[config.mk]
export PLATFORM = sky130hd
export DESIGN_NAME = stack_op_sequencer
export DESIGN_NICKNAME = d
export VERILOG_FILES = /design/src/rtl/stack_op_sequencer.sv
export SDC_FILE = /design/constraint.sdc
export NUM_CORES = 1
export LEC_CHECK = 0
export BUFFER_PORTS_ARGS = -buffer_cell sky130_fd_sc_hd__buf_4
export CAP_MARGIN = 20
export CORE_MARGIN = 2
export CORE_UTILIZATION = 40
export DETAILED_ROUTE_END_ITERATION = 8
export PLACE_DENSITY = 0.72
export REMOVE_ABC_BUFFERS = 1
export SYNTH_ARGS = -nofsm -noshare
export SYNTH_HDL_FRONTEND = slang
export SYNTH_SLANG_ARGS = --single-unit
[constraint.sdc]
create_clock -name clk -period 2 [get_ports clk]
set_clock_uncertainty 0.2 [all_clocks]
set_input_delay 0.4 -clock clk [delete_from_list [all_inputs] [get_ports clk]]
set_output_delay 0.4 -clock clk [all_outputs]
set_load 0.01 [all_outputs]
[src/rtl/stack_op_sequencer.sv]
// Pops one or two operands from the operand stack, hands them to the ALU over a
// valid/ready handshake, then pushes the ALU result back with the ALU source selected.
module stack_op_sequencer #(
    parameter int DATA_W = 8,
    parameter int PTR_W  = 16
) (
    input  logic              clk,
    input  logic              rst,
    input  logic              start,
    input  logic              unary,
    output logic              busy,
    output logic              done,
    output logic              err,
    input  logic [PTR_W-1:0]  stk_tos,
    output logic              stk_pop,
    input  logic [DATA_W-1:0] stk_dout,
    output logic              stk_push,
    output logic              stk_sel,
    output logic [DATA_W-1:0] stk_din,
    output logic [DATA_W-1:0] alu_a,
    output logic [DATA_W-1:0] alu_b,
    output logic              alu_valid,
    input  logic              alu_ready,
    input  logic [DATA_W-1:0] alu_result
);

    // state  | meaning
    // IDLE   | waiting for start; ERR: underflow reported | POP_B/WAIT_B: top entry -> B
    // POP_A/WAIT_A: next entry -> A | EXEC: operands offered to ALU | PUSH: result written back
    typedef enum logic [2:0] {
        S_IDLE,
        S_ERR,
        S_POP_B,
        S_WAIT_B,
        S_POP_A,
        S_WAIT_A,
        S_EXEC,
        S_PUSH
    } state_t;

    state_t              r_state;
    state_t              w_next;
    logic [DATA_W-1:0]   r_a;
    logic [DATA_W-1:0]   r_b;
    logic [DATA_W-1:0]   r_res;
    logic                r_err;
    logic [PTR_W-1:0]    w_need;
    logic                w_underflow;

    assign w_need      = unary ? PTR_W'(1) : PTR_W'(2);
    assign w_underflow = (stk_tos < w_need);

    always_comb begin
        w_next = r_state;
        case (r_state)
            S_IDLE: begin
                if (start) begin
                    if (w_underflow)
                        w_next = S_ERR;
                    else if (unary)
                        w_next = S_POP_A;
                    else
                        w_next = S_POP_B;
                end
            end
            S_ERR:    w_next = S_IDLE;
            S_POP_B:  w_next = S_WAIT_B;
            S_WAIT_B: w_next = S_POP_A;
            S_POP_A:  w_next = S_WAIT_A;
            S_WAIT_A: w_next = S_EXEC;
            S_EXEC: begin
                if (alu_ready)
                    w_next = S_PUSH;
            end
            S_PUSH:   w_next = S_IDLE;
            default:  w_next = S_IDLE;
        endcase
    end

    always_ff @(posedge clk or posedge rst) begin
        if (rst) begin
            r_state <= S_IDLE;
            r_a     <= '0;
            r_b     <= '0;
            r_res   <= '0;
            r_err   <= 1'b0;
        end else begin
            r_state <= w_next;
            r_err   <= (w_next == S_ERR);
            case (r_state)
                S_IDLE: begin
                    // Unary ops present a zero B operand.
                    if (start && !w_underflow && unary)
                        r_b <= '0;
                end
                S_WAIT_B: r_b <= stk_dout;
                S_WAIT_A: r_a <= stk_dout;
                S_EXEC: begin
                    if (alu_ready)
                        r_res <= alu_result;
                end
                default: ;
            endcase
        end
    end

    assign busy      = (r_state != S_IDLE);
    assign stk_pop   = (r_state == S_POP_B) || (r_state == S_POP_A);
    assign alu_valid = (r_state == S_EXEC);
    assign stk_push  = (r_state == S_PUSH);
    assign stk_sel   = (r_state == S_PUSH);
    assign done      = (r_state == S_PUSH);
    assign err       = r_err;
    assign alu_a     = r_a;
    assign alu_b     = r_b;
    assign stk_din   = r_res;

endmodule

Yosys cells after proc, flatten, opt, wreduce, memory -nomap -nowiden. Index checks and enable logic that the tools add are counted. Widths: inputs -> output; s select.

Output and inout bits: 31. Register bits after elaboration: 28. Input port bits: 37. Word-level logic and storage cells: 33.

Muxes and demuxes: 8. Reduce and logical (&&, ||, !) cells: 10. Equal/unequal tests: 9. Order comparisons: 1.

Operators with widths (count): $pmux 3 s7 (1); $lt 16x2->1 (1); $pmux 8 s2 (1); $eq 3x3->1 const B (4); $mux 3 (4); $mux 8 (1); $eq 3x1->1 const B (2); $eq 3x2->1 const B (2); $reduce_and 2->1 (2); $logic_not 3->1 (1); $reduce_bool 3->1 (1); $logic_and 1x1->1 (2); $mux 2 (1); $ne 2x2->1 const B (1); $reduce_bool 2->1 (1); $reduce_or 2->1 (1); $logic_not 1->1 (1); $logic_or 1x1->1 (1).

Longest topological paths before layout.
Depth after elaboration: 7. Gate-level depth with buffers: 5. Gate-level depth less buffers: 5.

Worst setup path after synthesis. Ideal clock, no wire load.

Kind: in2reg. Start point: in unary. End point: reg r_state[2]. Data arrival time: 1.639 ns. Buffers on the path: 0. Library setup time: 0.132 ns. Setup slack: 0.029 ns. Cell stages on the path: 5. Required time: 1.668 ns. Cells stage by stage: ha_1 or3_1 a211oi_4 a21oi_2 or3b_1.

Longest elaborated chain between the ends: 5. Elaborated cells on any way between the ends: 6. Those cells by class: order compare: 1; mux: 5.

Ends and longest elaborated chain: start, declared (line 10) `input logic unary,`; $mux 2 (line 50) `assign w_need = unary ? PTR_W'(1) : PTR_W'(2);`; $lt 16x2->1 (line 51) `assign w_underflow = (stk_tos < w_need);`; $mux 3 * (line 58) `if (w_underflow)`; $mux 3 * (line 57) `if (start) begin`; $pmux 3 s7 * (line 55) `case (r_state)`; net w_next[2] (line 42) `state_t w_next;`; end signal, assigned (line 88) `r_state <= w_next;`; end, declared (line 41) `state_t r_state;`.

Mark *: on every way through the listed nets, which the timed path passes. The rest lies on a longest branch. A chain may end at the register's enable or synchronous reset.

Final worst setup path.
Start point: reg r_state[2]. End point: out stk_push.

Longest elaborated chain between the ends: 1.

Ends and longest elaborated chain: $eq 3x3->1 (line 110) `assign stk_push = (r_state == S_PUSH);`; end, declared (line 17) `output logic stk_push,`.

Every way passes these cells.

==> impl_metrics.sql <==
INSERT INTO impl_metrics (metric_group, metric, value, unit) VALUES
('hold_path', 'hold_path.class', 'input pin to flip-flop', ''),
('logic_synthesis', 'ys_ff_latch', '28', ''),
('timing', 'fin_crit_sh', '93.4', '%'),
('timing', 'setup_viol', '0', ''),
('timing', 'timing.final.hold_violations', '0', ''),
('power_and_ir_drop', 'static-leakage-power', '0.908', 'nW'),
('timing', 'report.final.slew_viol_count', '0', ''),
('worst_setup_path', 'critPathTopFamily', 'flip-flops', ''),
('layout', 'postLayoutCoreUtil', '61.8', '%'),
('worst_setup_path', 'worst-path-max-fanout', '9', ''),
('global_route', 'overall_fraction_of_global_route_tracks_in_use', '16.5', '%'),
('global_route', 'grt_pass1_wl', '4.39', 'mm'),
('global_route', 'pin_count_of_the_biggest_net_entering_global_routing', '29', ''),
('clock_network', 'cts.repair_timing.setup_buffer_count', '0', ''),
('route', 'average_wire_per_cell_in_the_routed_design', '13.4', 'um'),
('logic_synthesis', 'synthTopCellsByArea', 'sky130_fd_sc_hd__dfrtp_1 57%, sky130_fd_sc_hd__mux2_2 15%, sky130_fd_sc_hd__nand2_1 6.4%, sky130_fd_sc_hd__o21ai_0 3.7%, sky130_fd_sc_hd__nor2_1 1.8%', ''),
('floorplanning', 'core_area', '0.00300', 'sq mm'),
('route', 'finalWirelength', '2.85', 'mm'),
('hold_path', 'worstHoldStart', 'stk_dout[2]', ''),
('worst_setup_path', 'crit_slowest_cell', 'sky130_fd_sc_hd__dfrtp_2', ''),
('logic_synthesis', 'yosys_warnings', '0', ''),
('clock_network', 'cts.sinks', '28', ''),
('route', 'drcViolationCount', '0', ''),
('worst_setup_path', 'regToRegStartpoint', 'r_state[1]$_DFF_PP0_', ''),
('timing', 'period_needed', '1.87', 'ns'),
('logic_synthesis', 'asyncSetResetFlopFracSynth', '100', '%'),
('floorplanning', 'die_h', '59.5', 'um'),
('timing', 'worst_pin_slew', '0.470', 'ns'),
('power_and_ir_drop', 'power_density', '1400', 'mW/mm^2'),
('placed_design', 'dpl.hpwl', '2.25', 'mm'),
('job', 'timing.max_cap.violations', '0', ''),
('floorplanning', 'floorplan.initialDensity', '41.0', '%'),
('logic_synthesis', 'synth.cells.most_frequent', '28 x sky130_fd_sc_hd__dfrtp_1, 21 x sky130_fd_sc_hd__nand2_1, 16 x sky130_fd_sc_hd__mux2_2', ''),
('clock_network', 'clk_lat_worst_skew', '0.32', 'ns'),
('layout', 'area_growth', '50.5', '%'),
('worst_setup_path', 'buffer_and_inverter_count_on_the_worst_path', '2', ''),
('global_route', 'grt_overflow_total', '0', ''),
('worst_setup_path', 'crit_path_start_kind', 'flip-flop', ''),
('placed_design', 'place.gp.congestion', '0.804', ''),
('worst_setup_path', 'worstPathCellList', 'inv_1, nor2_1, buf_4', ''),
('timing', 'fin_hold_ws', '0.0720', 'ns'),
('logic_synthesis', 'yosysUniqueCellTypes', '26', ''),
('logic_synthesis', 'synthesis.area', '0.00123', 'sq mm'),
('timing', 'worst_slack', '0.131', 'ns'),
('placed_design', 'placement.setup.worst_slack', '-0.126', 'ns'),
('worst_setup_path', 'criticalPathCategory', 'flip-flop to output pin', ''),
('floorplanning', 'area_enclosed_by_the_die_boundary', '0.00354', 'sq mm'),
('logic_synthesis', 'ys_dominant_reg_cell', 'sky130_fd_sc_hd__dfrtp_1', ''),
('logic_synthesis', 'synth_top_area_cell', 'sky130_fd_sc_hd__dfrtp_1', ''),
('clock_network', 'clkTransAtPathRegs', '0.15', 'ns'),
('timing', 'max_clock_freq', '535', 'MHz'),
('logic_synthesis', 'yosysMostFrequentCell', 'sky130_fd_sc_hd__dfrtp_1', ''),
('logic_synthesis', 'synth_top_area_share', '56.9', '%'),
('route', 'route.antenna.remaining_nets', '0', ''),
('clock_network', 'cts_made_buffers', '3', ''),
('run_status', 'result_of_the_run', 'complete, no violations', ''),
('worst_setup_path', 'worst_path_largest_cell_delay', '0.47', 'ns'),
('worst_setup_path', 'worst_setup_path_startpoint', 'r_state[2]$_DFF_PP0_', ''),
('power_and_ir_drop', 'ir_drop_worst_vdd', '0.000565', 'V'),
('floorplanning', 'fp.dieW', '59.5', 'um'),
('worst_setup_path', 'worst_ep_required_time', '1.40', 'ns'),
('route', 'viasPerCell', '5.00', ''),
('layout', 'final_net_count', '219', ''),
('logic_synthesis', 'synth_cells', '108', ''),
('timing', 'rsz0062_at_grt', 'false', ''),
('floorplanning', 'floorplan.io_pins', '68', ''),
('clock_network', 'cts_root_buffer', 'sky130_fd_sc_hd__clkbuf_4', ''),
('worst_setup_path', 'data_arrival_time_at_the_worst_slack_endpoint', '1.27', 'ns'),
('floorplanning', 'placementRows', '20', ''),
('logic_synthesis', 'synth_area_per_cell', '11.4', 'sq um'),
('route', 'dr.pass1.iters', '4', '');
==> cells in the final DEF (no fill, tap or decap) <==
master,n
sky130_fd_sc_hd__or3_1,1
sky130_fd_sc_hd__bufinv_16,1
sky130_fd_sc_hd__nor3_1,1
sky130_fd_sc_hd__or4_1,2
sky130_fd_sc_hd__inv_1,3
sky130_fd_sc_hd__dlygate4sd3_1,1
sky130_fd_sc_hd__a211oi_4,1
sky130_fd_sc_hd__nand2_1,21
sky130_fd_sc_hd__dfrtp_2,3
sky130_fd_sc_hd__a21oi_2,1
sky130_fd_sc_hd__or4_4,1
sky130_fd_sc_hd__nand3b_1,1
sky130_fd_sc_hd__and4_1,1
sky130_fd_sc_hd__xnor2_1,1
sky130_fd_sc_hd__nor2b_1,1
sky130_fd_sc_hd__a311oi_1,1
sky130_fd_sc_hd__ha_1,1
sky130_fd_sc_hd__mux2_2,16
sky130_fd_sc_hd__clkbuf_4,3
sky130_fd_sc_hd__o31a_1,1
sky130_fd_sc_hd__nand3_1,2
sky130_fd_sc_hd__nor2_1,6
sky130_fd_sc_hd__a2111oi_0,1
sky130_fd_sc_hd__buf_4,72
sky130_fd_sc_hd__dfrtp_1,25
sky130_fd_sc_hd__nand2b_1,1
sky130_fd_sc_hd__o21ai_0,9
sky130_fd_sc_hd__or3b_1,1
sky130_fd_sc_hd__nor2_2,1
==> where the power goes <==
group / internal [W] / switching, W
Sequential: 0.000841 / 0.000190
Clock: 0.000203 / 0.000164
Combinational: 0.000680 / 0.000522
Total: 0.00172 / 0.000876
==> through the flow <==
step                      total power (W)  cells  TNS, ns  instance area, sq um
after floorplan                   0.00161    103        0                  1210
after global placement            0.00221    208   -0.165                  1790
after global routing              0.00278    213        0                  1850
after CTS                         0.00262    213        0                  1850
after detailed placement          0.00226    208   -0.561                  1790
final                             0.00260    213        0                  1850
==> logic make-up (layout without fill, tap and decap cells) <==
family / Yosys count / in the layout / share of synthesized area, %
compound gates: 14 / 14 / 8.12
xor+xnor: 1 / 1 / 0.711
fa+ha+maj: 1 / 1 / 1.02
buf+inv: 8 / 80 / 3.05
flops: 28 / 28 / 56.9
mux: 16 / 16 / 14.6
simple gates: 40 / 40 / 15.6
==> area by class of cell <==
type                            count  area, sq um  share of cell area (%)
Multi-Input combinational cell     72          494                    26.7
Tap cell                           33         41.3                    2.23
Timing Repair Buffer               73          551                    29.7
Sequential cell                    28          704                    38.0
Inverter                            3         11.3                   0.607
Clock buffer                        3         22.5                    1.21
Clock inverter                      1         30.0                    1.62
==> metal layers <==
layer	up-vias	global-route usage [%]	routed length [um]	share of wire, %
met5	-	0	0	0
met4	0	4.76	16	0.56
met3	2	3.06	163	5.7
met2	36	31.7	1580	55
met1	513	18.2	1090	38
li1	514	-	-	-
==> state kept, by name (all words and copies together) (netlist names) <==
signal	count
alu_a	8
alu_b	8
err	1
r_state	3
stk_din	8
==> worst paths after layout <==
path	cells past startpoint	slack [ns]	endpoint
max in group asynchronous	4	0.84	r_state[0]$_DFF_PP0_
worst min register to register	1	0.33	stk_din[1]$_DFFE_PP0P_
worst min-delay path	3	0.07	alu_b[2]$_DFFE_PP0P_
worst max-delay path	3	0.13	stk_push
min in group asynchronous	4	0.48	stk_din[6]$_DFFE_PP0P_
worst max register to register	2	0.37	alu_a[2]$_DFFE_PP0P_
==> what timing repair did <==
action	CTS	global route
hold endpoints to repair	28	0
gates resized for setup	0	3
endpoints found under the setup margin	0	3
hold buffers	1	0
==> worst min-delay path, cell delays in order <==
cell,delay [ns]
sky130_fd_sc_hd__buf_4,0.08
sky130_fd_sc_hd__nand2_1,0.03
sky130_fd_sc_hd__o21ai_0,0.06
No activity file was read; power rests on OpenSTA's default activity.
